--- src/rtl/ym3438_pkg.sv ---
// Shared constants and types for the YM3438 CPU-side register slice.
// Channel entries are packed {L, R, AMS, PMS}.
package ym3438_pkg;

    localparam logic [7:0] ADDR_TEST  = 8'h21;
    localparam logic [7:0] ADDR_LFO   = 8'h22;
    localparam logic [7:0] ADDR_PANMS = 8'hB4;

    localparam int         CH_NUM  = 6;
    localparam logic [4:0] CYC_NUM = 5'd24;

    typedef struct packed {
        logic       l;
        logic       r;
        logic [1:0] ams;
        logic [2:0] pms;
    } ch_entry_t;

    localparam ch_entry_t ENTRY_RESET = 7'b11_00_000;

    // Slot cycles 0..23 visit channels 0..5 four times per frame.
    function automatic logic [2:0] ch_of_cyc(input logic [4:0] cyc);
        return 3'(cyc % 5'd6);
    endfunction

endpackage

--- src/rtl/ym3438_busy_cnt.sv ---
// Write-busy down-counter: reloads on every data write, counts down on c1.
// A load in the same cycle as a c1 decrement wins.
module ym3438_busy_cnt #(
    parameter int LOAD = 32,
    parameter int W    = $clog2(LOAD + 1)
) (
    input  logic clk,
    input  logic rst_n,
    input  logic load,
    input  logic en,
    output logic busy
);

    logic [W-1:0] cnt;

    always_ff @(posedge clk or negedge rst_n) begin
        if (!rst_n) begin
            cnt <= '0;
        end else if (load) begin
            cnt <= W'(LOAD);
        end else if (en && cnt != '0) begin
            cnt <= cnt - 1'b1;
        end
    end

    // Drops on the same edge as the c1 that brings the count to zero.
    assign busy = (cnt != '0);

endmodule

--- src/rtl/ym3438_lfo_regs.sv ---
// Decodes address/data port writes into the test, LFO and pan/AMS/PMS registers
// and streams the current slot's channel modulation settings out on c1.
module ym3438_lfo_regs
    import ym3438_pkg::*;
#(
    parameter int BUSY_CYCLES = 32
) (
    input  logic       MCLK,
    input  logic       IC,
    input  logic       c1,
    input  logic       c2,
    input  logic       wr,
    input  logic       a0,
    input  logic       a1,
    input  logic [7:0] din,
    input  logic [4:0] fsm_cyc,
    output logic [7:0] reg_21,
    output logic [3:0] lfo,
    output logic [2:0] pms,
    output logic [1:0] ams,
    output logic       pan_l,
    output logic       pan_r,
    output logic       busy
);

    logic       addr_w;
    logic       data_w;
    logic       slot_en;
    logic [8:0] addr_q;
    logic       wr_hit;
    logic [2:0] wr_ch;
    logic [7:0] addr_off;
    ch_entry_t  ch_mem [CH_NUM];
    ch_entry_t  rd_entry;

    assign addr_w   = wr & ~a0;
    assign data_w   = wr & a0;
    // c1 and c2 never overlap; masking c2 keeps the read strictly on phase 1.
    assign slot_en  = c1 & ~c2;
    assign addr_off = addr_q[7:0] - ADDR_PANMS;

    always_comb begin
        wr_hit = 1'b0;
        wr_ch  = '0;
        if (data_w && addr_q[7:0] >= ADDR_PANMS && addr_q[7:0] <= ADDR_PANMS + 8'd2) begin
            wr_hit = 1'b1;
            wr_ch  = 3'(addr_off) + (addr_q[8] ? 3'd3 : 3'd0);
        end
    end

    always_ff @(posedge MCLK or negedge IC) begin
        if (!IC) begin
            addr_q <= '0;
            reg_21 <= '0;
            lfo    <= '0;
            for (int i = 0; i < CH_NUM; i++) begin
                ch_mem[i] <= ENTRY_RESET;
            end
        end else begin
            if (addr_w) begin
                addr_q <= {a1, din};
            end
            // Test and LFO registers exist only in bank 0.
            if (data_w && addr_q == {1'b0, ADDR_TEST}) begin
                reg_21 <= din;
            end
            if (data_w && addr_q == {1'b0, ADDR_LFO}) begin
                lfo <= din[3:0];
            end
            if (wr_hit) begin
                ch_mem[wr_ch] <= '{l: din[7], r: din[6], ams: din[5:4], pms: din[2:0]};
            end
        end
    end

    assign rd_entry = ch_mem[ch_of_cyc(fsm_cyc)];

    // Illegal slot cycles 24..31 leave the previous channel's values in place.
    always_ff @(posedge MCLK or negedge IC) begin
        if (!IC) begin
            pan_l <= ENTRY_RESET.l;
            pan_r <= ENTRY_RESET.r;
            ams   <= ENTRY_RESET.ams;
            pms   <= ENTRY_RESET.pms;
        end else if (slot_en && fsm_cyc < CYC_NUM) begin
            pan_l <= rd_entry.l;
            pan_r <= rd_entry.r;
            ams   <= rd_entry.ams;
            pms   <= rd_entry.pms;
        end
    end

    ym3438_busy_cnt #(
        .LOAD (BUSY_CYCLES)
    ) u_busy_cnt (
        .clk   (MCLK),
        .rst_n (IC),
        .load  (data_w),
        .en    (slot_en),
        .busy  (busy)
    );

endmodule

--- config.mk ---
export PLATFORM = sky130hd
export DESIGN_NAME = ym3438_lfo_regs
export DESIGN_NICKNAME = d
export VERILOG_FILES = /design/src/rtl/ym3438_pkg.sv /design/src/rtl/ym3438_busy_cnt.sv /design/src/rtl/ym3438_lfo_regs.sv
export SDC_FILE = /design/constraint.sdc
export NUM_CORES = 1
export LEC_CHECK = 0
export BUFFER_PORTS_ARGS = -buffer_cell sky130_fd_sc_hd__buf_2
export CORE_MARGIN = 10
export CORE_UTILIZATION = 43
export CTS_BUF_LIST = sky130_fd_sc_hd__clkbuf_8
export DETAILED_ROUTE_END_ITERATION = 8
export GPL_ROUTABILITY_DRIVEN = 0
export SKIP_CTS_REPAIR_TIMING = 1
export SLEW_MARGIN = 5
export SYNTH_ARGS = -nofsm -noshare
export SYNTH_HDL_FRONTEND = slang
export SYNTH_HIERARCHICAL = 1
export SYNTH_SLANG_ARGS = --single-unit
--- constraint.sdc ---
create_clock -name MCLK -period 3.3 [get_ports MCLK]
set_input_delay 0.33 -clock MCLK [delete_from_list [all_inputs] [get_ports MCLK]]
set_output_delay 0.33 -clock MCLK [all_outputs]
set_load 0.05 [all_outputs]
==> impl_metrics.env, run 1 <==
export IMPL_ant_nets=0
export IMPL_setup_tns_ps=0
export IMPL_cts_sinks=76
export IMPL_regArea_um2=1919
export IMPL_final_layout_size_suffix_gt1_frac=0.3830
export IMPL_slew_violations=0
export IMPL_cts_inserted_buffers=9
export IMPL_cp_num_cells=12
export IMPL_grt_usage=0.1332
export IMPL_timing_fmax_mhz=367.8
export IMPL_intPower_w=0.001495
export IMPL_dp_hpwl_um=6246
export IMPL_start_util=0.4467
export IMPL_end_kind="flop"
export IMPL_path_delay_family="simple AND/OR/NAND/NOR gates"
export IMPL_critPathRequiredTime_ps=3520
export IMPL_slowest_delay_ps=400
export IMPL_hold_class="input port to async pin"
export IMPL_antenna_found_initial=0
export IMPL_row_count=34
export IMPL_finalCritPeriodShare=0.8238
export IMPL_fill_cells=810
export IMPL_peakVddDrop_v=0.0002465
export IMPL_hold_violations=0
export IMPL_drc=0
export IMPL_worst_slack_ps=581.4
export IMPL_ys_seq_area_frac=0.4879
export IMPL_clock_latency_ps=340
export IMPL_detail_route_wl_per_cell_um=17.22
export IMPL_grt_max_degree=77
export IMPL_max_cap_viol_count=0
export IMPL_final_cell_area_um2=4409
export IMPL_arrival_ps=2940
export IMPL_cp_num_buf_inv=2
export IMPL_finalPower_w=0.002222
export IMPL_yosysWarningCount=6
export IMPL_p_sw_frac=0.3271
export IMPL_path_class="input port to flop"
export IMPL_syn_inst=343
export IMPL_worst_hold_slack_ps=129.1
export IMPL_io_pins=40
export IMPL_worstMarginPinSlew_ps=944.3
export IMPL_first_pass_iters=4
export IMPL_seq_power_share=0.493
export IMPL_vias=2760
export IMPL_htree_levels=3
export IMPL_switching_power_w=0.0007267
export IMPL_cts_max_path_buffers=2
export IMPL_pre_cts_ws_ps=240.5
export IMPL_multi_input_area_um2=1929
export IMPL_ys_async_sr_fraction=1.000
export IMPL_power_density_nw_per_um2=504.0
export IMPL_chipHeight_um=115.6
export IMPL_area_delta_synth_final_pct=12.09
export IMPL_period_needed_ps=2719
export IMPL_synthesis_area_um2=3934
export IMPL_rsz0062_at_grt="no"
export IMPL_status="finished, final reports clean"
export IMPL_first_global_vias=2827
export IMPL_syn_avg_cell_area_um2=11.47
export IMPL_p_leak_nw=2.066
export IMPL_gr_total_overflow=0
export IMPL_cts_tree="done"
export IMPL_die_w_um=115.6
export IMPL_worstPathCellList="buf_2 > or2b_1 > ha_1 > or2_2 > o21a_1 > inv_1 > ha_1 > o221ai_2 > nand3_1 > mux2_2 > o22ai_1 > o211ai_1"
export IMPL_nets=410
export IMPL_cts_root_buf="clkbuf_8"
export IMPL_crit_path_start_kind="input port"
export IMPL_design_core_area_um2=8806
export IMPL_clkSlewWorstSetupHoldPaths_ps=80
export IMPL_synth_nets=369
export IMPL_critPathMostFrequentCell="ha_1"
export IMPL_clock_skew_ps=6.638
export IMPL_synth_edf_count=0
export IMPL_grt_pass1_wl_um=14280
export IMPL_pwr_share_comb=0.231
export IMPL_synth_cell_types=54
export IMPL_cp_slowest_cell="mux2_2"
export IMPL_synth_seq_cells=76
export IMPL_setup_viol=0
export IMPL_port_buffers=39
export IMPL_antennaDiodeCount=0
export IMPL_synthFlopType="dfrtp_1"
export IMPL_vias_per_cell=5.553
export IMPL_drtIter0Drc=94
export IMPL_place_area_um2=4242
export IMPL_ff2ff_path_depth=5
export IMPL_clkPwrFrac=0.276
export IMPL_slew_headroom=0.3705
export IMPL_path_max_fanout=7
export IMPL_die_area_um2=13370
export IMPL_drt_wl_total_um=8559
[cells in the mapped netlist, drive strengths merged, types with 3 or more instances]
cell    number  share of area
mux2        68           0.19
dfrtp       62           0.39
nand2       21          0.020
nor2        19          0.018
o21ai       15          0.019
a21oi       14          0.018
dfstp       14          0.094
inv         10         0.0095
mux2i        9          0.023
nand2b       8          0.013
o22ai        8          0.013
buf          6         0.0064
clkbuf       6         0.0057
nand3        6         0.0076
nor2b        6          0.010
o211ai       6          0.011
and2         5         0.0080
ha           5          0.016
nor3         5         0.0076
nand3b       4         0.0076
o31ai        4         0.0076
a31oi        3         0.0048
nand4        3         0.0048
or2          3         0.0048
[path summary, 6_finish.rpt]
check                           slack (ps)       start    endpoint
worst max-delay path                   580  fsm_cyc[4]      ams[1]
worst min register to register         500      pms[1]      pms[1]
worst max register to register         940   addr_q[0]  ch_mem[24]
max in group asynchronous             2570          IC      pms[2]
worst min-delay path                   130          IC  ch_mem[10]
min in group MCLK                      200          a1   addr_q[8]
[registers in the layout (all words and copies together) (netlist names)]
| signal | flops |
|---|---|
| addr_q | 9 |
| ch_mem | 42 |
| pan_l | 1 |
| lfo | 4 |
| ams | 2 |
| u_busy_cnt/cnt | 6 |
| pan_r | 1 |
| pms | 3 |
| reg_21 | 8 |
[cell usage in the layout, fill, tap and decap left out, types with 3 or more instances in the layout]
master	instances
o31ai_1	4
nand2b_1	8
nor2_1	19
inv_1	11
clkinv_2	3
nor3_1	4
nand3_1	6
nand3b_1	4
dfrtp_1	62
a31oi_1	3
nand2_1	21
nand4_1	3
buf_4	4
clkbuf_8	9
nor2b_1	5
o211ai_1	6
and2_1	5
a21oi_1	14
dfstp_2	14
mux2i_1	9
mux2_2	68
ha_1	5
buf_2	38
o21ai_0	15
o22ai_1	8
[power by group through the flow]
stage | Sequential, W | Combinational (W) | Clock, W
2_1_floorplan | 0.00116 | 0.000319 | 0
3_3_place_gp | 0.00111 | 0.000508 | 0
3_5_place_dp | 0.00111 | 0.000516 | 0
4_1_cts | 0.00110 | 0.000518 | 0.000634
5_1_grt | 0.00111 | 0.000574 | 0.000677
6_report | 0.00110 | 0.000513 | 0.000613
[cell families (layout without fill, tap and decap cells)]
family                     after synthesis  in the layout  synth area share
buffers and inverters                   22             68           0.02163
and+or+nand+nor                         94             94            0.1307
muxes                                   77             77            0.2176
DFF                                     76             76            0.4879
xor gates and xnor gates                 4              4           0.01273
AOI/OAI and AO/OA                       64             64            0.1085
adders and majority gates                6              6           0.02099
[metal layers]
metal	up-vias	track usage	part of all wire
met5	-	0	0
met4	0	0.04003	0.013
met3	13	0.03411	0.042
met2	54	0.2113	0.45
met1	1351	0.1755	0.49
li1	1342	-	-
[final cells by class]
class | count | area share
Clock buffer | 9 | 0.02809
Clock inverter | 7 | 0.009932
Inverter | 10 | 0.008513
Multi-Input combinational cell | 245 | 0.4376
Sequential cell | 76 | 0.4353
Tap cell | 108 | 0.03065
Timing Repair Buffer | 42 | 0.04994
[through the flow]
step	utilization	instances
final	0.5007	497
after global routing	0.5007	497
after CTS	0.5007	497
after floorplan	-	343
after detailed placement	0.4817	481
after global placement	0.4817	481
Note: power is estimated with default switching activity, not from simulation.
==> run 2: changes to the inputs <==
ABC_AREA = 1   (was default)
clock period = 2.5 ns   (was 3.3 ns; I/O delays follow)
==> run 2 against run 1 <==
Via count is 6.7% higher. Hold slack worse by 95 ps. Clock power is 38% higher. Combinational power is 27% higher. Critical path type is now flop to flop. Highest routed layer unchanged.
==> impl_metrics.env, run 2 <==
export IMPL_timing_critical_path_from="addr_q[0]"
export IMPL_ant_nets=0
export IMPL_synthesis_area_um2=3844
export IMPL_antennaDiodeCount=0
export IMPL_rr_startpoint="addr_q[0]"
export IMPL_timing_fmax_mhz=452.4
export IMPL_wl_met2_um=3628
export IMPL_critPathRequiredTime_ps=2740
export IMPL_crit_path_start_kind="flop"
export IMPL_antenna_found_initial=0
export IMPL_first_global_vias=2814
export IMPL_chipHeight_um=114.5
export IMPL_yosys_top_cells_area="dfrtp_1 40%, nand2_1 12%, dfstp_2 9.6%"
export IMPL_ys_async_sr_fraction=1.000
export IMPL_syn_inst=434
export IMPL_nets=501
export IMPL_yosysWarningCount=6
export IMPL_synth_cell_types=34
export IMPL_dp_cells=572
export IMPL_top_layer_used="met4"
export IMPL_worstMarginPinSlew_ps=949.6
export IMPL_vias_per_cell=5.009
export IMPL_hold_class="input port to async pin"
export IMPL_clock_skew_ps=15.21
export IMPL_drt_wl_total_um=8187
export IMPL_mostFrequentLayoutCells="125 x nand2_1, 62 x dfrtp_1, 38 x nand3_1, 38 x buf_2"
export IMPL_arrival_ps=2450
export IMPL_reg_largest_list="ch_mem x42, addr_q x9, reg_21 x8"
export IMPL_start_util=0.4407
export IMPL_hold_violations=0
export IMPL_yosysTopAreaCellShare=0.4036
export IMPL_grt_usage=0.1299
export IMPL_clkSlewWorstSetupHoldPaths_ps=90
export IMPL_period_needed_ps=2210
export IMPL_top_register="ch_mem"
export IMPL_fin_cells=588
export IMPL_syn_avg_cell_area_um2=8.856
export IMPL_slew_violations=0
export IMPL_gr_total_overflow=0
export IMPL_io_pins=40
export IMPL_synth_common_cells="125 x nand2_1, 62 x dfrtp_1, 38 x nand3_1"
export IMPL_grt_max_degree=77
export IMPL_p_leak_nw=2.166
export IMPL_finalCritPeriodShare=0.8841
export IMPL_drtIter0Drc=166
export IMPL_synth_seq_cells=76
export IMPL_area_delta_synth_final_pct=12.01
export IMPL_first_pass_iters=5
export IMPL_ys_seq_area_frac=0.4993
export IMPL_pwr_share_comb=0.225
export IMPL_synth_nets=460
export IMPL_htree_levels=3
export IMPL_power_density_nw_per_um2=675.2
export IMPL_final_layout_size_suffix_gt1_frac=0.2375
export IMPL_wl_met1_um=4186
export IMPL_peakVddDrop_v=0.0003682
export IMPL_die_area_um2=13120
export IMPL_slew_headroom=0.3669
export IMPL_cts_tree="done"
export IMPL_design_core_area_um2=8721
export IMPL_yosysMostFrequentCell="nand2_1"
export IMPL_path_max_fanout=14
export IMPL_detail_route_wl_per_cell_um=13.92
export IMPL_wl_met3_um=297
export IMPL_port_buffers=39
export IMPL_cts_sinks=76
export IMPL_die_w_um=114.5
export IMPL_row_count=34
export IMPL_end_kind="flop"
export IMPL_synthFlopType="dfrtp_1"
export IMPL_rsz0062_at_grt="no"
export IMPL_largest_reg_flops=42
export IMPL_cts_inserted_buffers=9
export IMPL_clock_latency_ps=340
export IMPL_cts_root_buf="clkbuf_8"
export IMPL_drc=0
export IMPL_grt_pass1_wl_um=13870
export IMPL_synth_edf_count=0
export IMPL_status="finished, final reports clean"
export IMPL_cts_max_path_buffers=2
export IMPL_yosys_area_top_type="dfrtp_1"
export IMPL_seq_power_share=0.484
export IMPL_vias=2945
export IMPL_intPower_w=0.001927
export IMPL_dp_hpwl_um=5736
export IMPL_switching_power_w=0.0009800
export IMPL_max_cap_viol_count=0
export IMPL_final_common_cell="nand2_1"
export IMPL_path_class="flop to flop"
export IMPL_p_sw_frac=0.3371
export IMPL_finalPower_w=0.002907
export IMPL_clkPwrFrac=0.291
export IMPL_setup_tns_ps=0
export IMPL_setup_viol=0
run 2: cell families (layout without fill, tap and decap cells):
kind of cell / after synthesis / after routing / synth area share
fa+ha+maj: 6 / 6 / 0.02148
compound gates: 72 / 72 / 0.1064
simple gates: 207 / 207 / 0.2565
flops: 76 / 76 / 0.4993
buf+inv: 50 / 96 / 0.05468
xor+xnor: 2 / 2 / 0.004558
mux: 21 / 21 / 0.05697
run 2: area by class of cell:
type                            instances  area [µm²]
Inverter                               39       146.4
Multi-Input combinational cell        308        1714
Clock buffer                           10       137.6
Sequential cell                        76        1919
Tap cell                              108       135.1
Clock inverter                          6       40.04
Fill cell                             843        4415
Timing Repair Buffer                   41       212.7
run 2: critical path, stage by stage, from the launching register on:
cell     delay (ps)
dfrtp_1         420
ha_1            170
inv_1            50
fa_1            530
inv_1            50
o21ai_0         210
nand3_1         380
o21ai_0         300
run 2: per-stage QoR:
step	hold WS, ps	setup slack, ps	area [µm²]	util
after floorplan	-45.59	355.9	3844	-
after global placement	459.9	102.3	4128	0.4733
after detailed placement	456.7	46.66	4128	0.4733
after CTS	86.50	276.9	4305	0.4937
after global routing	124.0	23.24	4305	0.4937
final	33.60	289.7	4305	0.4937
run 2: power by group through the flow:
stage          registers [W]  logic, W  clock network, W
3_5_place_dp         0.00143  0.000663                 0
3_3_place_gp         0.00143  0.000652                 0
4_1_cts              0.00141  0.000664          0.000869
6_report             0.00141  0.000653          0.000847
2_1_floorplan        0.00150  0.000419                 0
5_1_grt              0.00142  0.000741          0.000932
run 2: final timing paths:
kind / endpoint / slack [ps] / cells after the start
setup / recovery: ch_mem[40] / 290 / 7
hold / removal: lfo[0] / 30 / 1
setup reg to reg: ch_mem[40] / 290 / 7
hold reg to reg: pan_l / 470 / 2
max in group asynchronous: ch_mem[38] / 1830 / 1
min in group MCLK: addr_q[8] / 160 / 3
run 2: layer usage:
metal / vias up / global-route usage
met5: - / 0
met4: 0 / 0.04177
met3: 6 / 0.03302
met2: 54 / 0.1884
met1: 1377 / 0.1838
li1: 1508 / -
